`src/rtl/riscv_pkg.sv`:
```
// riscv_pkg: instruction formats and base opcodes shared by the RV32I
// instruction encoder and its packing logic.
package riscv_pkg;

  typedef enum logic [2:0] {
    FMT_R = 3'd0,
    FMT_I = 3'd1,
    FMT_S = 3'd2,
    FMT_B = 3'd3,
    FMT_U = 3'd4,
    FMT_J = 3'd5
  } inst_fmt_e;

  localparam logic [6:0] OP_IMM = 7'b0010011;
  localparam logic [6:0] LOAD   = 7'b0000011;
  localparam logic [6:0] STORE  = 7'b0100011;
  localparam logic [6:0] BRANCH = 7'b1100011;
  localparam logic [6:0] LUI    = 7'b0110111;
  localparam logic [6:0] AUIPC  = 7'b0010111;
  localparam logic [6:0] JAL    = 7'b1101111;
  localparam logic [6:0] JALR   = 7'b1100111;

endpackage

```
`src/rtl/inst_pack.sv`:
```
// inst_pack: combinational packer turning decoded fields plus a byte-offset
// immediate into an RV32I word, placing each immediate bit where the core's
// immediate generator extracts it. Flags bundles that cannot be encoded.
// Define INST_ENC_RANGE_CHECK_EN to reject immediates that do not fit their
// field; otherwise immediates are silently truncated and only fmt 6-7 fail.
module inst_pack
  import riscv_pkg::*;
(
  input  logic [2:0]  fmt,
  input  logic [6:0]  opcode,
  input  logic [4:0]  rd,
  input  logic [4:0]  rs1,
  input  logic [4:0]  rs2,
  input  logic [2:0]  funct3,
  input  logic [6:0]  funct7,
  input  logic [31:0] imm,
  output logic [31:0] word,
  output logic        illegal
);

`ifdef INST_ENC_RANGE_CHECK_EN
  // An immediate fits a signed field when all bits above the field's sign
  // bit match it, i.e. the upper slice is all ones or all zeros.
  logic fits_12;
  logic fits_13;
  logic fits_21;

  assign fits_12 = (&imm[31:11]) | ~(|imm[31:11]);
  assign fits_13 = (&imm[31:12]) | ~(|imm[31:12]);
  assign fits_21 = (&imm[31:20]) | ~(|imm[31:20]);
`endif

  // Field placement per format, followed by the legality decision.
  always_comb begin
    word    = 32'h0;
    illegal = 1'b0;
    case (fmt)
      FMT_R: word = {funct7, rs2, rs1, funct3, rd, opcode};
      FMT_I: word = {imm[11:0], rs1, funct3, rd, opcode};
      FMT_S: word = {imm[11:5], rs2, rs1, funct3, imm[4:0], opcode};
      FMT_B: word = {imm[12], imm[10:5], rs2, rs1, funct3, imm[4:1], imm[11], opcode};
      FMT_U: word = {imm[31:12], rd, opcode};
      FMT_J: word = {imm[20], imm[10:1], imm[11], imm[19:12], rd, opcode};
      default: illegal = 1'b1;
    endcase
`ifdef INST_ENC_RANGE_CHECK_EN
    case (fmt)
      FMT_I, FMT_S: if (!fits_12) illegal = 1'b1;
      FMT_B:        if (!fits_13 || imm[0]) illegal = 1'b1;
      FMT_J:        if (!fits_21 || imm[0]) illegal = 1'b1;
      FMT_U:        if (imm[11:0] != 12'h0) illegal = 1'b1;
      default:      ;
    endcase
`endif
  end

endmodule

```
`src/rtl/inst_encoder.sv`:
```
// inst_encoder: accepts decoded instruction bundles over valid/ready, packs
// them into RV32I words and writes them to consecutive IMEM addresses via a
// one-entry output buffer. Rejected bundles are consumed and only counted.
// Optional build macro: INST_ENC_RANGE_CHECK_EN (immediate range checking).
module inst_encoder #(
  parameter int ADDR_W = 8
) (
  input  logic              clk,
  input  logic              rst_n,
  input  logic              clear,
  input  logic              in_valid,
  output logic              in_ready,
  input  logic [2:0]        fmt,
  input  logic [6:0]        opcode,
  input  logic [4:0]        rd,
  input  logic [4:0]        rs1,
  input  logic [4:0]        rs2,
  input  logic [2:0]        funct3,
  input  logic [6:0]        funct7,
  input  logic [31:0]       imm,
  output logic              mem_we,
  input  logic              mem_ready,
  output logic [ADDR_W-1:0] mem_addr,
  output logic [31:0]       mem_wdata,
  output logic [ADDR_W:0]   wr_cnt,
  output logic              wrapped,
  output logic              err,
  output logic [7:0]        err_cnt
);

  localparam logic [ADDR_W-1:0] ADDR_ONE = {{(ADDR_W-1){1'b0}}, 1'b1};
  localparam logic [ADDR_W:0]   CNT_ONE  = {{ADDR_W{1'b0}}, 1'b1};

  logic [31:0] packed_word;
  logic        pack_illegal;
  logic        accept;
  logic        write_done;

  // The buffer can take a new bundle when it is empty or draining this cycle.
  assign in_ready   = !clear && (!mem_we || mem_ready);
  assign accept     = in_valid && in_ready;
  assign write_done = mem_we && mem_ready;

  inst_pack u_pack (
    .fmt     (fmt),
    .opcode  (opcode),
    .rd      (rd),
    .rs1     (rs1),
    .rs2     (rs2),
    .funct3  (funct3),
    .funct7  (funct7),
    .imm     (imm),
    .word    (packed_word),
    .illegal (pack_illegal)
  );

  // Write buffer, address counter and status: completion and a new accept can
  // happen together so the buffer reloads without a bubble; clear wins.
  always_ff @(posedge clk or negedge rst_n) begin
    if (!rst_n) begin
      mem_we    <= 1'b0;
      mem_addr  <= '0;
      mem_wdata <= 32'h0;
      wr_cnt    <= '0;
      wrapped   <= 1'b0;
      err       <= 1'b0;
      err_cnt   <= 8'h0;
    end else if (clear) begin
      mem_we    <= 1'b0;
      mem_addr  <= '0;
      mem_wdata <= 32'h0;
      wr_cnt    <= '0;
      wrapped   <= 1'b0;
      err       <= 1'b0;
      err_cnt   <= 8'h0;
    end else begin
      if (write_done) begin
        mem_we   <= 1'b0;
        mem_addr <= mem_addr + ADDR_ONE;
        if (mem_addr == {ADDR_W{1'b1}}) wrapped <= 1'b1;
        if (wr_cnt != {(ADDR_W+1){1'b1}}) wr_cnt <= wr_cnt + CNT_ONE;
      end
      if (accept) begin
        if (pack_illegal) begin
          err <= 1'b1;
          if (err_cnt != 8'hFF) err_cnt <= err_cnt + 8'd1;
        end else begin
          mem_we    <= 1'b1;
          mem_wdata <= packed_word;
        end
      end
    end
  end

endmodule

```
`config.mk`:
```
export PLATFORM = sky130hd
export DESIGN_NAME = inst_encoder
export DESIGN_NICKNAME = d
export VERILOG_FILES = /design/src/rtl/riscv_pkg.sv /design/src/rtl/inst_pack.sv /design/src/rtl/inst_encoder.sv
export SDC_FILE = /design/constraint.sdc
export NUM_CORES = 1
export LEC_CHECK = 0
export ABC_AREA = 1
export CAP_MARGIN = 10
export CORE_MARGIN = 5
export CORE_UTILIZATION = 47
export CTS_CLUSTER_DIAMETER = 80
export DETAILED_ROUTE_END_ITERATION = 8
export PLACE_DENSITY = 0.95
export SLEW_MARGIN = 20
export SYNTH_ARGS = -nofsm -noshare
export SYNTH_HDL_FRONTEND = slang
export SYNTH_SLANG_ARGS = --single-unit
```
`constraint.sdc`:
```
create_clock -name clk -period 3 [get_ports clk]
set_input_delay 0.9 -clock clk [delete_from_list [all_inputs] [get_ports clk]]
set_output_delay 0.9 -clock clk [all_outputs]
set_load 0.02 [all_outputs]
```
Word-level counts from Yosys, hierarchy flattened
Cells that the tools add are included.
{ "classes": {"mux": 23, "n_eq_ne": 9, "addsub": 3, "div": 0, "n_reduce_logical": 19, "mul": 0, "bitwise": 0, "n_shift": 0, "order_cmp": 0} }
{ "ops": {"columns": ["operator", "n"], "rows": [
  ["$pmux 32 s6", 1],
  ["$mux 32", 3],
  ["$mux 8", 6],
  ["$mux 9", 3],
  ["$add 8x1->8 const B", 2],
  ["$reduce_bool 2->1", 6],
  ["$mux 1", 10],
  ["$add 9x1->9 const B", 1],
  ["$ne 9x9->1 const B", 1],
  ["$eq 8x8->1 const B", 1],
  ["$ne 8x8->1 const B", 1],
  ["$reduce_and 2->1", 4],
  ["$eq 3x2->1 const B", 2],
  ["$eq 3x3->1 const B", 2],
  ["$reduce_or 6->1", 1],
  ["$eq 3x1->1 const B", 1],
  ["$logic_and 1x1->1", 3],
  ["$logic_not 3->1", 1],
  ["$reduce_and 3->1", 1],
  ["$logic_not 1->1", 2],
  ["$ne 2x1->1 const B", 1],
  ["$logic_or 1x1->1", 1]
]} }
{ "word_totals": {"output_inout_bits": 61, "reg_bits": 60, "rom_bits": 0, "input_bits": 72, "ram_bits": 0, "latchBits": 0, "mem_count": 0, "wordCells": 61} }

Longest topological paths before layout
Gate-level depths: netlist of run 1.
{ "logic_depth": {"ltp_word": 6, "mapped_depth": 13, "mapped_depth_nobuf": 13} }

Hierarchy
A second synthesis of run 1 with hierarchy kept.
{ "hier_totals": {"hier_cells": 475, "area_unflattened_um2": 3397.0} }
{ "modules_own_cells": {"columns": ["module", "instances", "cells_per_inst", "seq_area_each_um2", "area_each_um2"], "rows": [
  ["inst_encoder", 1, 347, 1501.4, 2822.7],
  ["inst_pack", 1, 128, 0.0, 574.3]
]} }

Worst setup path before layout of run 1
OpenSTA, ideal clock, no wires.
{ "synth_timing": {"path_type": "input to output", "from": "in clear", "to": "out in_ready", "cell_stages": 2, "t_required_ns": 2.100, "arrival_time_ns": 1.422, "path_buffers": 1, "slack_ns": 0.678, "path_cell_list": "buf_2 > a21oi_1"} }
{ "synth_via": {"elab_chain_len": 2} }
{ "synth_rtl": {"columns": ["item", "line_no", "source"], "rows": [
  ["start, declared", "inst_encoder.sv:10", "input logic clear,"],
  ["$logic_not 1->1", "inst_encoder.sv:40", "assign in_ready = !clear && (!mem_we || mem_ready);"],
  ["$logic_and 1x1->1", "inst_encoder.sv:40", null],
  ["end, declared", "inst_encoder.sv:12", "output logic in_ready,"]
]} }
No other way between the ends.

Final worst setup path of run 1
{ "layout_timing": {"from": "in mem_ready", "to": "out in_ready"} }
{ "layout_via": {"elab_chain_len": 2} }
{ "layout_rtl": {"columns": ["item", "line_no", "source"], "rows": [
  ["start, declared", "inst_encoder.sv:22", "input logic mem_ready,"],
  ["$logic_or 1x1->1", "inst_encoder.sv:40", null],
  ["$logic_and 1x1->1", "inst_encoder.sv:40", null]
]} }
No other way between the ends.

==> metrics.yaml, run 1 <==
path_cells: "clkdlybuf4s50_1, inv_2, a21oi_1, dlygate4sd2_1"
status: "finished clean"
synth_seq_cells: 60
post-route-drc-count: 0
fin_nets: 677
wirelength_mm: 9.89
drt_iter0_drc: 162
end_kind: "primary output"
pwr_density_cell_nw_per_um2: 396
die_area_sq_um: 8860
synth_top_area_share: 0.451
clk_latency_ns: 0.33
vias_per_cell: 5.05
synth_flop_cell: "dfrtp_1"
pre_cts_slack_ns: -0.137
finalSetupViolations: 0
maxCapViolations: 0
crit_fanout: 2
synthToLayoutAreaGrowth_pct: 48.3
tritoncts: "built"
whs_path_depth: 2
start_util: 0.487
synth_cells: 463
cts_buffer_depth: 2
cp_slowest_cell: "clkdlybuf4s50_1"
syn_area_per_cell_sq_um: 7.18
antenna_cells: 0
grt_pass1_vias: 3453
grt_start_max_net_pins: 33
cts_buffers: 9
clock_skew_ns: 0.00845
reg2reg_depth: 11
p_sw_mw: 0.514
ant_nets: 0
cts-root-buf: "clkbuf_8"
grt.overflow.total: 0
finalMaxSlewViolations: 0
die_w_um: 94.1
cts-hold-fix-buffers: 0
fin_crit_sh: 0.958
synth_common_cells: "nand2_1 (227), dfrtp_1 (60), nand3_1 (35)"
power_leakage_nw: 2.43
cts_resized: 1
hp-class: "flip-flop to flip-flop"
num_rows: 30
cts_sinks: 60
port_buffers: 132
post_drt_wl_per_cell_um: 14.1
design_area_sq_um: 4930
drive_gt1_frac: 0.0759
post_cts_buffers: 0
synthTopCellsByArea: "dfrtp_1 (45%), nand2_1 (26%), nand3_1 (5.3%), inv_1 (3.5%), nor2_1 (2.9%)"
netlist_area_sq_um: 3330
coreArea_sq_um: 6830
cellInternalPower_mw: 1.44
clock_power_share: 0.376
hold_violations: 0
ir_drop_mv: 0.207
antenna_found_initial: 0
p_comb_frac: 0.184
rsz0062_at_grt: "no"
timing.hold.ws_ns: 0.473
synth-async-reset-ratio: 1.00
setup_ws_ns: 0.126
worst_pin_slew_ns: 0.545
grt_use_total: 0.234
critPathMaxStageDelay_ns: 0.54
relSlewSlack: 0.636
synth_most_common_cell: "nand2_1"
path_clk_slew_ns: 0.06
dp_hpwl_mm: 7.69
io_pins: 133
start_kind: "primary input"
place_area_sq_um: 4730
p_sw_frac: 0.263
fmax_ghz: 0.348
critPathKind: "primary input to primary output"
grt_pass1_wl_mm: 16.4
dr.pass1.iters: 5
yosysWarnings: 0
synth_cell_types: 31
die_height_um: 94.1
vias: 3548
synth_area_leader_cell: "dfrtp_1"
crit_arrival_ns: 1.97
yosysSeqAreaShare: 0.451
required_ns: 2.10
p_seq_frac: 0.440
synth_edf_count: 0
syn-num-nets: 539
routabilityCongestion: 0.931
period_minus_slack_ns: 2.87
h-tree-depth: 3
flip-flops by register name, indices dropped and copies added (netlist names):
register / flops
err: 1
err_cnt: 8
mem_addr: 8
mem_wdata: 32
mem_we: 1
wr_cnt: 9
wrapped: 1
layer usage:
metal  up-vias  GRT usage  wire length, um
met5         -          0                0
met4         0     0.0975              232
met3        19     0.0473              504
met2       125      0.409             5290
met1      1664      0.278             3860
li1       1740          -                -
kinds of logic after synthesis:
| kind of cell | count (synthesis) | synth area share |
|---|---|---|
| flip-flops | 60 | 0.451 |
| adder cells (fa/ha/maj) | 4 | 0.0150 |
| AO/OA/AOI/OAI | 24 | 0.0414 |
| buffers and inverters | 49 | 0.0685 |
| AND/OR/NAND/NOR | 326 | 0.424 |
power groups by stage:
| stage | Combinational (mW) | Clock, mW | Sequential [mW] |
|---|---|---|---|
| CTS | 0.361 | 0.747 | 0.857 |
| finish | 0.359 | 0.734 | 0.858 |
| floorplan | 0.122 | 0 | 0.904 |
| detailed placement | 0.361 | 0 | 0.871 |
| global route | 0.390 | 0.799 | 0.861 |
| global placement | 0.352 | 0 | 0.870 |
final timing paths:
path	endpoint	start	slack (ns)
worst max-delay path	in_ready	mem_ready	0.13
worst min-delay path	mem_wdata[5]	mem_wdata[5]	0.47
min in group asynchronous	mem_wdata[30]	rst_n	0.54
worst max register to register	wr_cnt[3]	wr_cnt[1]	1.04
worst min register to register	mem_wdata[5]	mem_wdata[5]	0.47
max in group asynchronous	mem_wdata[21]	rst_n	1.76
layout make-up:
class                   count  area [sq um]
well taps                  96           120
fillers                   515          1900
inverters                  36           135
flip-flops and latches     60          1500
multi-input cells         354          1600
clock buffers              12           155
repair buffers            140          1380
clock inverters             4          47.5
stage by stage:
stage	power, mW	TNS [ns]	utilization	instances
final	1.95	0	0.722	702
after global routing	2.05	0	0.722	702
after CTS	1.96	0	0.722	702
after detailed placement	1.23	-0.137	0.692	686
after global placement	1.22	-0.153	0.692	686
after floorplan	1.03	0	-	463
critical path: cells and delay by family:
kind / cells / cell delay (ns)
buffers and inverters: 3 / 0.95
AO/OA/AOI/OAI: 1 / 0.12
placed cells by master, fill, tap and decap left out, types with 2 or more instances in the layout:
cell               n
nand2_1          227
clkdlybuf4s50_1  130
dfrtp_1           60
nand3_1           35
inv_1             31
nor2_1            26
nand4_1           14
clkbuf_8          11
buf_4              8
a21oi_1            7
o21ai_0            7
nor3_1             6
inv_2              5
nor2_4             5
ha_1               4
o21ai_1            3
nor2_2             3
nand2_2            2
o21ai_2            2
o21a_1             2
a31oi_1            2
clkinv_2           2
Note: power is estimated with default switching activity, not from simulation.
==> inputs of run 2 (changes only) <==
--- a/config.mk
+++ b/config.mk
@@ -9,6 +9,7 @@
 export CAP_MARGIN = 10
 export CORE_MARGIN = 5
 export CORE_UTILIZATION = 47
+export CTS_BUF_LIST = sky130_fd_sc_hd__clkbuf_16
 export CTS_CLUSTER_DIAMETER = 80
 export DETAILED_ROUTE_END_ITERATION = 8
 export PLACE_DENSITY = 0.95
==> run 2 against run 1 <==
First-iteration DRC count up 13%. Hold slack worse by 0.0033 ns. Non-clock buffer count unchanged. Critical endpoint unchanged.
==> metrics.yaml, run 2 (synthesized netlist as in run 1, its figures left out) <==
layout_commonest_cell: "nand2_1"  # unchanged
critPathMaxStageDelay_ns: 0.54  # about the same
crit_arrival_ns: 1.96  # was 1.97 ns
dp_hpwl_mm: 7.69  # unchanged
grt_start_max_net_pins: 33  # unchanged
clock_skew_ns: 0.00475  # was 0.00845 ns
vias_per_cell: 5.11  # was 5.05
fin_nets: 677  # unchanged
start_util: 0.487  # unchanged
end_kind: "primary output"  # unchanged
die_w_um: 94.1  # unchanged
start_kind: "primary input"  # unchanged
cp_slowest_cell: "clkdlybuf4s50_1"  # unchanged
startpoint: "mem_ready"  # unchanged
whs_path_depth: 2  # unchanged
cts_sinks: 60  # unchanged
routabilityCongestion: 0.931  # unchanged
seq_area_sq_um: 1500  # unchanged
grt_pass1_vias: 3502  # was 3453
crit_fanout: 2  # unchanged
pwr_density_cell_nw_per_um2: 437  # was 396 nW/um^2
hp-class: "flip-flop to flip-flop"  # unchanged
power_mw: 2.19  # was 1.95 mW
drt_iter0_drc: 183  # was 162
path_clk_slew_ns: 0.05  # was 0.06 ns
largest-register: "mem_wdata"  # unchanged
r2r_start: "wr_cnt[1]"  # unchanged
synthToLayoutAreaGrowth_pct: 50.7  # was 48.3%
power_leakage_nw: 2.47  # was 2.43 nW
cts_buffer_depth: 2  # unchanged
mostFrequentLayoutCells: "nand2_1 (227), clkdlybuf4s50_1 (130), dfrtp_1 (60)"  # unchanged
largest_register_ffs: 32  # unchanged
h-tree-depth: 3  # unchanged
endpoint: "in_ready"  # unchanged
multiInputGateArea_sq_um: 1600  # unchanged
ant_nets: 0  # unchanged
pre_cts_slack_ns: -0.137  # unchanged
reg2reg_depth: 11  # unchanged
r2r_end: "wr_cnt[3]"  # unchanged
ir_drop_mv: 0.327  # was 0.207 mV
timing.hold.ws_ns: 0.470  # was 0.473 ns
die_height_um: 94.1  # unchanged
status: "finished clean"  # unchanged
grt_pass1_wl_mm: 16.6  # was 16.4 mm
tns_ns: 0  # unchanged
finalSetupViolations: 0  # unchanged
io_pins: 133  # unchanged
grt.overflow.total: 0  # unchanged
hold_violations: 0  # unchanged
tritoncts: "built"  # unchanged
fillCellCount: 493  # was 515
vias: 3587  # was 3548
period_minus_slack_ns: 2.86  # was 2.87 ns
finalMaxSlewViolations: 0  # unchanged
relSlewSlack: 0.635  # was 0.636
antenna_cells: 0  # unchanged
post-route-drc-count: 0  # unchanged
cts-root-buf: "clkbuf_16"  # was clkbuf_8
grt_use_total: 0.237  # was 0.234
antenna_found_initial: 0  # unchanged
coreArea_sq_um: 6830  # unchanged
rsz0062_at_grt: "no"  # unchanged
required_ns: 2.10  # about the same
post_drt_wl_per_cell_um: 14.3  # was 14.1 um
num_rows: 30  # unchanged
cts-hold-fix-buffers: 0  # unchanged
clk_latency_ns: 0.32  # was 0.33 ns
die_area_sq_um: 8860  # unchanged
drive_gt1_frac: 0.0726  # was 0.0759
cts_buffers: 9  # unchanged
wirelength_mm: 10.1  # was 9.89 mm
critPathKind: "primary input to primary output"  # unchanged
fmax_ghz: 0.350  # was 0.348 GHz
r2r_slack_ns: 1.06  # was 1.04 ns
maxCapViolations: 0  # unchanged
path_cells: "clkdlybuf4s50_1, inv_2, a21oi_1, dlygate4sd2_1"  # unchanged
setup_ws_ns: 0.139  # was 0.126 ns
fin_crit_sh: 0.954  # was 0.958
reg.largest.list: "mem_wdata (32), wr_cnt (9)"  # unchanged
worst_pin_slew_ns: 0.547  # was 0.545 ns
dr.pass1.iters: 5  # unchanged
port_buffers: 132  # unchanged
-- run 2: changes by cell type in the layout (fill, tap and decap cells not counted) --
cell	before	now
clkbuf_8	11	0
clkbuf_16	0	9
clkinv_1	0	2
clkbuf_1	1	0
inv_1	31	32
-- run 2: where the power goes --
group          leakage, nW  internal, mW  total (mW)  switching, mW
clock network        0.141         0.629       0.971          0.341
logic                 1.50         0.173       0.359          0.186
registers            0.823         0.839       0.859         0.0203
-- run 2: final cells by class --
type | instances | share of cell area
multi-input cells | 354 | 0.319
inverters | 36 | 0.0270
flip-flops and latches | 60 | 0.300
well taps | 96 | 0.0240
clock buffers | 9 | 0.0449
clock inverters | 7 | 0.0117
repair buffers | 140 | 0.274
-- run 2: metal layers --
metal  vias to the layer above  global-route usage  wire (um)
met5                         -                   0          0
met4                         0               0.107        305
met3                        27              0.0481        517
met2                       129               0.418       5320
li1                       1743                   -          -
met1                      1688               0.276       3900
-- run 2: how the worst min path moves through the flow --
stage                         to  slack, ns         start
finish              mem_wdata[5]       0.47  mem_wdata[5]
global placement    mem_wdata[5]       0.45  mem_wdata[5]
global route        mem_wdata[9]       0.49  mem_wdata[9]
detailed placement  mem_wdata[5]       0.46  mem_wdata[5]
floorplan           mem_wdata[0]       0.58  mem_wdata[0]
CTS                 mem_wdata[9]       0.47  mem_wdata[9]
-- run 2: through the flow --
step                 util  area (sq um)  instances
floorplan               -          3330        463
global placement    0.692          4730        686
detailed placement  0.692          4730        686
CTS                 0.734          5010        702
global route        0.734          5010        702
finish              0.734          5010        702
-- run 2: timing repair --
| action | in CTS | in global routing |
|---|---|---|
| resized for setup | 1 | 0 |
| endpoints found under the setup margin | 1 | 0 |
| buffers inserted | 0 | 0 |
-- run 2: worst max-delay path, delay by kind of cell --
kind            cells  cell delay [ns]
compound gates      1             0.12
buf+inv             3             0.95
